<file path="config.mk">
export PLATFORM = sky130hd
export DESIGN_NAME = instr_fetch_unit
export DESIGN_NICKNAME = d
export VERILOG_FILES = /design/src/rtl/ifu_pkg.sv /design/src/rtl/ifu_next_pc.sv /design/src/rtl/instr_fetch_unit.sv
export SDC_FILE = /design/constraint.sdc
export NUM_CORES = 1
export LEC_CHECK = 0
export CAP_MARGIN = 10
export CORE_MARGIN = 3
export CORE_UTILIZATION = 52
export DETAILED_ROUTE_END_ITERATION = 8
export PLACE_DENSITY = 0.88
export SYNTH_ARGS = -nofsm -noshare
export SYNTH_HDL_FRONTEND = slang
export SYNTH_HIERARCHICAL = 1
export SYNTH_SLANG_ARGS = --single-unit
</file>
<file path="constraint.sdc">
create_clock -name clk -period 11.6 [get_ports clk]
set_input_delay 2.9 -clock clk [delete_from_list [all_inputs] [get_ports clk]]
set_output_delay 2.9 -clock clk [all_outputs]
set_load 0.05 [all_outputs]
</file>
<file path="src/rtl/ifu_pkg.sv">
// Shared types and constants for the instruction fetch unit.
package ifu_pkg;

    localparam int unsigned PC_W    = 32;
    localparam int unsigned INSTR_W = 32;

    // Primary opcodes of the absolute jumps that the fetch stage may predecode
    localparam logic [5:0] OPC_J   = 6'b000010;
    localparam logic [5:0] OPC_JAL = 6'b000011;

    // beq $0,$0,-1: a branch to itself marks the end of the program
    localparam logic [INSTR_W-1:0] HALT_INSTR_DEF = 32'h1000_FFFF;

    // Force word alignment and wrap into a memory of 'words' words (power of two)
    function automatic logic [PC_W-1:0] wrap_pc(input logic [PC_W-1:0] pc,
                                                 input int unsigned     words);
        logic [PC_W-1:0] mask;
        mask = PC_W'(words * 4 - 1);
        return pc & mask & 32'hFFFF_FFFC;
    endfunction

endpackage

</file>
<file path="src/rtl/ifu_next_pc.sv">
// Next fetch address: sequential pc+4 with wrap, or an absolute j/jal target
// when the fetch-stage jump predecode is enabled (macro IFU_JUMP_PREDECODE_EN).
module ifu_next_pc
    import ifu_pkg::*;
#(
    parameter int unsigned IMEM_WORDS = 256
) (
    input  logic [PC_W-1:0]    i_pc,
    input  logic [INSTR_W-1:0] i_instr,
    output logic [PC_W-1:0]    o_next_pc
);

    logic [PC_W-1:0] w_pc_plus4;

    assign w_pc_plus4 = i_pc + 32'd4;

`ifdef IFU_JUMP_PREDECODE_EN
    logic w_is_jump;

    assign w_is_jump = (i_instr[31:26] == OPC_J) || (i_instr[31:26] == OPC_JAL);

    // Jump target uses the region of the delay-slot address, as decode would
    always_comb begin
        o_next_pc = wrap_pc(w_pc_plus4, IMEM_WORDS);
        if (w_is_jump) begin
            o_next_pc = wrap_pc({w_pc_plus4[31:28], i_instr[25:0], 2'b00}, IMEM_WORDS);
        end
    end
`else
    // Without predecode the instruction word does not influence the next PC
    logic w_unused_instr;

    assign w_unused_instr = ^i_instr;

    // Purely sequential fetch
    always_comb begin
        o_next_pc = wrap_pc(w_pc_plus4, IMEM_WORDS);
    end
`endif

endmodule

</file>
<file path="src/rtl/instr_fetch_unit.sv">
// Instruction fetch unit: owns the PC, reads a combinational instruction
// memory and hands words to decode through a registered valid/ready stage.
// Handles downstream redirects, halt on the self-loop word and, when the
// macro IFU_JUMP_PREDECODE_EN is defined, fetch-stage j/jal predecode.
module instr_fetch_unit
    import ifu_pkg::*;
#(
    parameter logic [PC_W-1:0]    RESET_PC   = 32'h0000_0000,
    parameter int unsigned        IMEM_WORDS = 256,     // must be a power of two
    parameter logic [INSTR_W-1:0] HALT_INSTR = HALT_INSTR_DEF
) (
    input  logic               clk,
    input  logic               reset,
    output logic [PC_W-1:0]    imem_addr,
    input  logic [INSTR_W-1:0] imem_instr,
    input  logic               redirect_valid,
    input  logic [PC_W-1:0]    redirect_pc,
    output logic               out_valid,
    input  logic               out_ready,
    output logic [INSTR_W-1:0] out_instr,
    output logic [PC_W-1:0]    out_pc,
    output logic [PC_W-1:0]    out_pc_plus4,
    output logic               halted,
    output logic [31:0]        instr_count
);

    localparam logic [PC_W-1:0] RESET_PC_ALIGNED = RESET_PC & 32'hFFFF_FFFC;

    logic [PC_W-1:0]    r_pc;
    logic               r_out_valid;
    logic [INSTR_W-1:0] r_out_instr;
    logic [PC_W-1:0]    r_out_pc;
    logic [PC_W-1:0]    r_out_pc_plus4;
    logic               r_halted;
    logic [31:0]        r_instr_count;

    logic               w_can_load;
    logic               w_accept;
    logic               w_is_halt;
    logic [PC_W-1:0]    w_next_pc;
    logic [PC_W-1:0]    w_redirect_target;

    // Output slot is free when empty or being drained this cycle
    assign w_can_load        = !r_out_valid || out_ready;
    assign w_accept          = r_out_valid && out_ready;
    assign w_is_halt         = (imem_instr == HALT_INSTR);
    assign w_redirect_target = wrap_pc(redirect_pc, IMEM_WORDS);

    ifu_next_pc #(
        .IMEM_WORDS (IMEM_WORDS)
    ) u_next_pc (
        .i_pc      (r_pc),
        .i_instr   (imem_instr),
        .o_next_pc (w_next_pc)
    );

    // PC, output stage and halt flag: redirect > halted > load > stall
    always_ff @(posedge clk or posedge reset) begin
        if (reset) begin
            r_pc           <= RESET_PC_ALIGNED;
            r_out_valid    <= 1'b0;
            r_out_instr    <= '0;
            r_out_pc       <= '0;
            r_out_pc_plus4 <= '0;
            r_halted       <= 1'b0;
        end else if (redirect_valid) begin
            // Flush whatever is waiting; an acceptance this cycle is still counted
            r_pc        <= w_redirect_target;
            r_out_valid <= 1'b0;
            r_halted    <= 1'b0;
        end else if (r_halted) begin
            if (w_accept) begin
                r_out_valid <= 1'b0;
            end
        end else if (w_can_load) begin
            r_out_instr    <= imem_instr;
            r_out_pc       <= r_pc;
            r_out_pc_plus4 <= r_pc + 32'd4;
            r_out_valid    <= 1'b1;
            if (w_is_halt) begin
                // Keep pointing at the halt word so imem_addr shows where we stopped
                r_halted <= 1'b1;
            end else begin
                r_pc <= w_next_pc;
            end
        end
    end

    // Saturating count of instructions handed to decode
    always_ff @(posedge clk or posedge reset) begin
        if (reset) begin
            r_instr_count <= '0;
        end else if (w_accept && (r_instr_count != 32'hFFFF_FFFF)) begin
            r_instr_count <= r_instr_count + 32'd1;
        end
    end

    assign imem_addr    = r_pc;
    assign out_valid    = r_out_valid;
    assign out_instr    = r_out_instr;
    assign out_pc       = r_out_pc;
    assign out_pc_plus4 = r_out_pc_plus4;
    assign halted       = r_halted;
    assign instr_count  = r_instr_count;

endmodule

</file>
==> results of run 1 <==
==> per-stage QoR <==
step	util [%]	hold slack, ps	instance area (µm²)	std cells	power [mW]
CTS	72.59	497.9	10110	1024	1.874
finish	72.59	497.6	10110	1024	1.863
global placement	68.23	475.8	9508	992	1.276
global route	72.59	521.0	10110	1024	1.931
floorplan	-	750.2	7500	655	1.087
detailed placement	68.23	485.2	9508	992	1.292
==> cells by family (layout without fill, tap and decap cells) <==
kind of cell               Yosys count  in the layout
DFF                                160            160
buffers and inverters               61            250
adders and majority gates            3              3
muxes                              111            111
and+or+nand+nor                    202            202
xor gates and xnor gates            62             62
other                                1             24
AOI/OAI and AO/OA                   32             32
==> synth_stat cells (all sizes together) (2+ instances only) <==
cell type	number	share of area [%]
xnor2	27	3.2
inv	9	0.46
mux2i	26	3.5
nand4	26	2.2
nor4	11	1.5
buf	40	3.7
xor2	35	4.1
nor3	13	1.0
and3	15	1.3
and2	2	0.17
nand3	27	1.9
clkbuf	12	0.61
ha	3	0.51
nor2	65	3.3
dfrtp	160	54
a21oi	30	2.1
mux2	85	13
nand2	30	1.5
and4	7	0.83
==> cell usage in the layout, fill, tap and decap left out, types with 2 or more instances in the layout <==
| master | n |
|---|---|
| clkbuf_16 | 17 |
| buf_4 | 4 |
| nor4_2 | 4 |
| nor3_2 | 2 |
| nor4_1 | 6 |
| xnor2_1 | 27 |
| inv_1 | 8 |
| clkinvlp_4 | 4 |
| clkinv_4 | 3 |
| mux2_2 | 81 |
| nand2_1 | 30 |
| clkdlybuf4s50_1 | 205 |
| nor2_1 | 64 |
| nor3_1 | 11 |
| conb_1 | 24 |
| clkbuf_1 | 2 |
| inv_6 | 2 |
| nand3_1 | 26 |
| and3_1 | 15 |
| xor2_1 | 35 |
| bufinv_16 | 3 |
| mux2i_1 | 26 |
| a21oi_1 | 29 |
| dfrtp_1 | 160 |
| ha_1 | 3 |
| and4_1 | 7 |
| nand4_1 | 26 |
| mux2_4 | 4 |
==> final cells by class <==
cell class	count	area, µm²
Tap cell	180	225.2
Clock inverter	12	160.2
Timing Repair Buffer	209	2082
Fill cell	883	3820
Multi-Input combinational cell	434	3158
Clock buffer	20	446.7
Sequential cell	160	4004
Inverter	9	38.79
==> state kept, by name, indices dropped and copies added (netlist names) <==
name and count:
out_pc 32, out_valid 1, instr_count 32, out_instr 32, halted 1, imem_addr 32
out_pc_plus4 30
==> metal layers <==
| metal | share of wire, % | up-vias | GRT usage, % |
|---|---|---|---|
| met2 | 50 | 252 | 42.14 |
| met1 | 39 | 2810 | 30.63 |
| met3 | 8.4 | 35 | 8.543 |
| met4 | 2.2 | 0 | 9.247 |
| met5 | 0 | - | 0 |
| li1 | - | 2557 | - |
==> worst max-delay path: stages <==
cell	delay (ps)
clkdlybuf4s50_1	500
nand2b_1	230
nand2_1	180
nor2_4	700
buf_4	820
mux2_2	430
==> where the power goes <==
part           switching, mW  internal [mW]  leakage, nW
registers             0.0736          0.629         2.00
logic                  0.375          0.210         2.11
clock network          0.231          0.345        0.283
==> worst min-delay path by stage <==
stage	startpoint	to	slack, ps	cells after the start
after floorplan	out_pc_plus4[2]$_DFFE_PP0P_	out_pc_plus4[2]$_DFFE_PP0P_	750	2
after global placement	instr_count[17]$_DFFE_PP0P_	instr_count[17]$_DFFE_PP0P_	480	1
after detailed placement	instr_count[17]$_DFFE_PP0P_	instr_count[17]$_DFFE_PP0P_	490	1
after CTS	instr_count[29]$_DFFE_PP0P_	instr_count[29]$_DFFE_PP0P_	500	1
after global routing	instr_count[29]$_DFFE_PP0P_	instr_count[29]$_DFFE_PP0P_	520	1
final	instr_count[29]$_DFFE_PP0P_	instr_count[29]$_DFFE_PP0P_	500	1
==> run summary, run 1 <==
status: finished clean
diode count: 0
Yosys cell types: 38
Max Cap Viol: 0
drt total wl: 19,160 µm
clock tree root buffer cell: clkbuf_16
post-CTS setup buffers: 0
synthesized cell area: 7413 µm²
number of synthesized flops with an enable pin: 0
FFs w/ async S/R, synth: 100.0%
Synth Area in XOR/XNOR: 7.325%
worst r2r dst: out_instr[20]$_DFFE_PP0P_
synthesized flop and latch total: 160
simple-gate share of the synthesized area: 14.36%
Seq/Total Area, Yosys: 54.01%
CTS tree: yes
total track usage: 25.25%
DP HPWL: 13,060 µm
top_reg_cell synth: dfrtp_1
Leak Pwr: 4.394 nW
TNS Setup: 0 ps
reg2reg start: out_valid$_DFFE_PP0P_
Startpoint Class: primary input
CTS resizes: 0
crit share post-route: 48.05%
Ports: 230
vias in the first global route: 5,968
Layout Nets: 902
core area: 13,930 µm²
Worst Setup SP: out_ready
largest net degree at the start of global routing: 86
setup slack at placement: 5668 ps
adder-cell share of the synthesized area: 0.5063%
worst-margin pin slew: 1054 ps
DRC violations left: 0
max frequency: 179.4 MHz
DR pass1 iterations: 5
Compound-Gate Fraction of Synth Area: 2.363%
final worst path period need: 5574 ps
R2R cell count: 5
final hold violations: 0
Worst EP arrival: 5880 ps
post-synthesis mux area share: 16.62%
maximum vdd drop: 0.1421 mV
clock sink total: 160
Avg Inst Size Synth: 11.73 µm²
Area growth syn-to-layout: 36.44%
yosys warns: 6
Max FO, Critical Path: 80
skew final: 7.863 ps
fin. max-slew vios: 0
Syn Inst Count: 632
die area: 15,730 µm²
share of post-route cells with drive strength above 1: 15.64%
crit end category: flop
Wirelength per Cell: 18.71 µm
antenna-violating nets left: 0
CP Capture Point: out_instr[20]$_DFFE_PP0P_
largest family of logic cells by synthesized area: multiplexers
worst setup margin: 6026 ps
first-pass GRT wire length: 31,550 µm
via total after detailed routing: 5,654
cell area power density: 184.2 nW/µm²
GR Overflow Total: 0
internal reg-to-reg setup slack: 8640 ps
Avg Vias per Cell: 5.521
final setup fails: 0
Crit path required time: 11,910 ps
IO buf count: 205
TritonCTS Buffers: 17
Iter 0 DRT Violations: 435
Clock transition at path regs: 60 ps
Worst Hold Class: reg2reg
worst skew pair latency: 430 ps
die height: 125.4 µm
maximum root-to-sink buffer count: 2
unrepaired setup endpoints after global routing: false
crit path kind: in2reg
die span in x: 125.4 µm
initial antenna violation count: 0
Slew headroom: 29.72%
CTS Hold Buffers Added: 0
H-tree Lvls: 4
gp weighted congestion: 0.8180
num rows: 43
Initial Utilization: 53.20%
No activity file was read; power rests on OpenSTA's default activity.
==> run 2: changes to the inputs <==
Settings changed: CORE_UTILIZATION 52 to 48, PLACE_DENSITY 0.88 to 0.82.
Clock period 11.6 ns to 5.43 ns, I/O delays scaled along.
==> run 2 against run 1 <==
Compared with the run above: sequential share of layout area about the same; global-route usage decreased by 3.7 points; die area increased by 7.9%; critical path type is now reg2out.
==> run summary, run 2 (same netlist as run 1, synthesis figures left out) <==
core area: 14,810 µm² (+6.3%)
most common library cell in the layout ignoring fill and taps: clkdlybuf4s50_1
area of the multi-input gates: 3158 µm² (unchanged)
maximum root-to-sink buffer count: 2 (unchanged)
crit path kind: reg2out
skew final: 6.610 ps (-1.253 ps)
total track usage: 21.57% (-3.7 points)
Leak Pwr: 4.390 nW (about the same)
initial antenna violation count: 0 (unchanged)
antenna-violating nets left: 0 (unchanged)
crit end category: output port
final worst path period need: 3308 ps
final hold violations: 0 (unchanged)
Layout Nets: 903 (+0.11%)
share of post-route cells with drive strength above 1: 15.98% (+0.34 points)
clock tree root buffer cell: clkbuf_16
TritonCTS Buffers: 17 (unchanged)
TNS Setup: 0 ps (unchanged)
cell area power density: 385.9 nW/µm² (+110%)
final setup fails: 0 (unchanged)
worst-margin pin slew: 860.2 ps (-194.1 ps)
Worst Hold Class: reg2reg
Startpoint Class: flop
crit share post-route: 60.91%
CTS tree: yes
most frequent cells in the layout: 205 x clkdlybuf4s50_1, 160 x dfrtp_1, 81 x mux2_2
Area growth syn-to-layout: 36.39% (about the same)
die span in x: 130.3 µm (+3.9%)
Worst EP arrival: 1950 ps (-3930 ps)
Ports: 230 (unchanged)
via total after detailed routing: 5,494 (-2.8%)
maximum vdd drop: 0.2674 mV (+88%)
vias in the first global route: 5,750 (-3.7%)
die height: 130.3 µm (+3.9%)
max incr delay on CP: 900 ps (+80 ps)
FF/Latch Area: 4004 µm² (unchanged)
unrepaired setup endpoints after global routing: false
Crit path required time: 4070 ps (-7840 ps)
clock sink total: 160 (unchanged)
H-tree Lvls: 4 (unchanged)
Clock transition at path regs: 60 ps (about the same)
max frequency: 302.3 MHz
DRC violations left: 0 (unchanged)
Critical path buffers and inverters: 1 (-1)
DR pass1 iterations: 4 (-1)
num rows: 44 (+2.3%)
gp weighted congestion: 0.7997 (-2.2%)
Initial Utilization: 50.06% (-3.1 points)
fin. max-slew vios: 0 (unchanged)
CTS resizes: 0 (unchanged)
post-CTS setup buffers: 0 (unchanged)
crit-path leading delay family: buffers and inverters
Filler cells: 1,061 (+20%)
drt total wl: 17,880 µm (-6.7%)
cell with the largest stage delay on the worst path: clkdlybuf4s50_1
Max Cap Viol: 0 (unchanged)
IO buf count: 205 (unchanged)
die area: 16,970 µm² (+7.9%)
worst skew pair latency: 420 ps (about the same)
Avg Vias per Cell: 5.339 (-3.3%)
hold_ws: 492.8 ps (-4.807 ps)
Slew headroom: 42.66% (+13 points)
diode count: 0 (unchanged)
first-pass GRT wire length: 28,930 µm (-8.3%)
status: finished clean
Wirelength per Cell: 17.37 µm (-7.1%)
GR Overflow Total: 0 (unchanged)
largest net degree at the start of global routing: 161 (+87%)
CTS Hold Buffers Added: 0 (unchanged)
DP HPWL: 12,510 µm (-4.2%)
worst path cell trace: clkdlybuf4s50_1
Max FO, Critical Path: 12 (-85%)
Iter 0 DRT Violations: 282 (-35%)
run 2: cell count changes in the layout (fill, tap and decap cells not counted):
cell and change:
clkinv_2 +4, inv_6 -1, clkinvlp_4 +2, bufinv_16 -1, clkinv_4 -2, buf_12 +1, clkbuf_1 -2
run 2: final cells by class:
class                   count  area share [%]
inverters                   9          0.3712
clock buffers              18           4.344
repair buffers            210           20.79
flip-flops and latches    160           39.60
well taps                 184           2.277
clock inverters            14           1.386
multi-input cells         434           31.23
run 2: per-stage QoR:
stage | power, mW | setup WS [ps] | util [%] | std cells | instance area [µm²]
2_1_floorplan | 2.322 | 2044 | - | 655 | 7503
3_3_place_gp | 2.723 | 1858 | 64.36 | 997 | 9532
3_5_place_dp | 2.760 | 1777 | 64.36 | 997 | 9532
4_1_cts | 3.935 | 2087 | 68.27 | 1029 | 10110
5_1_grt | 4.056 | 2042 | 68.27 | 1029 | 10110
6_report | 3.902 | 2122 | 68.27 | 1029 | 10110
run 2: worst reg2reg max path: stages (launching register included):
cell and delay, ps:
dfrtp_1 560, ha_1 300, nand4_1 220, nor3_2 680
nand4_1 200, xor2_1 190, a21oi_1 90
run 2: final timing paths:
check                                             from                           end  slack [ps]  cells after the start
max in group asynchronous                        reset      out_instr[6]$_DFFE_PP0P_        3280                      3
hold reg to reg            instr_count[29]$_DFFE_PP0P_   instr_count[29]$_DFFE_PP0P_         490                      1
hold / removal             instr_count[29]$_DFFE_PP0P_   instr_count[29]$_DFFE_PP0P_         490                      1
setup / recovery              imem_addr[4]$_DFFE_PP0P_                  imem_addr[4]        2120                      1
min in group asynchronous                        reset        out_pc[20]$_DFFE_PP0P_        1550                      3
setup reg to reg              imem_addr[2]$_DFFE_PP0P_  out_pc_plus4[20]$_DFFE_PP0P_        3040                      6
run 2: power by group:
| part | switching [mW] | internal [mW] | total (mW) | leakage, nW |
|---|---|---|---|---|
| combinational | 0.795 | 0.450 | 1.24 | 2.12 |
| clock | 0.478 | 0.686 | 1.16 | 0.274 |
| sequential | 0.149 | 1.34 | 1.49 | 2.00 |
run 2: layer usage:
metal / track usage [%] / wire [µm]
met1: 26.45 / 7401
met2: 36.90 / 9023
met3: 7.450 / 1313
met4: 4.951 / 140
met5: 0 / 0
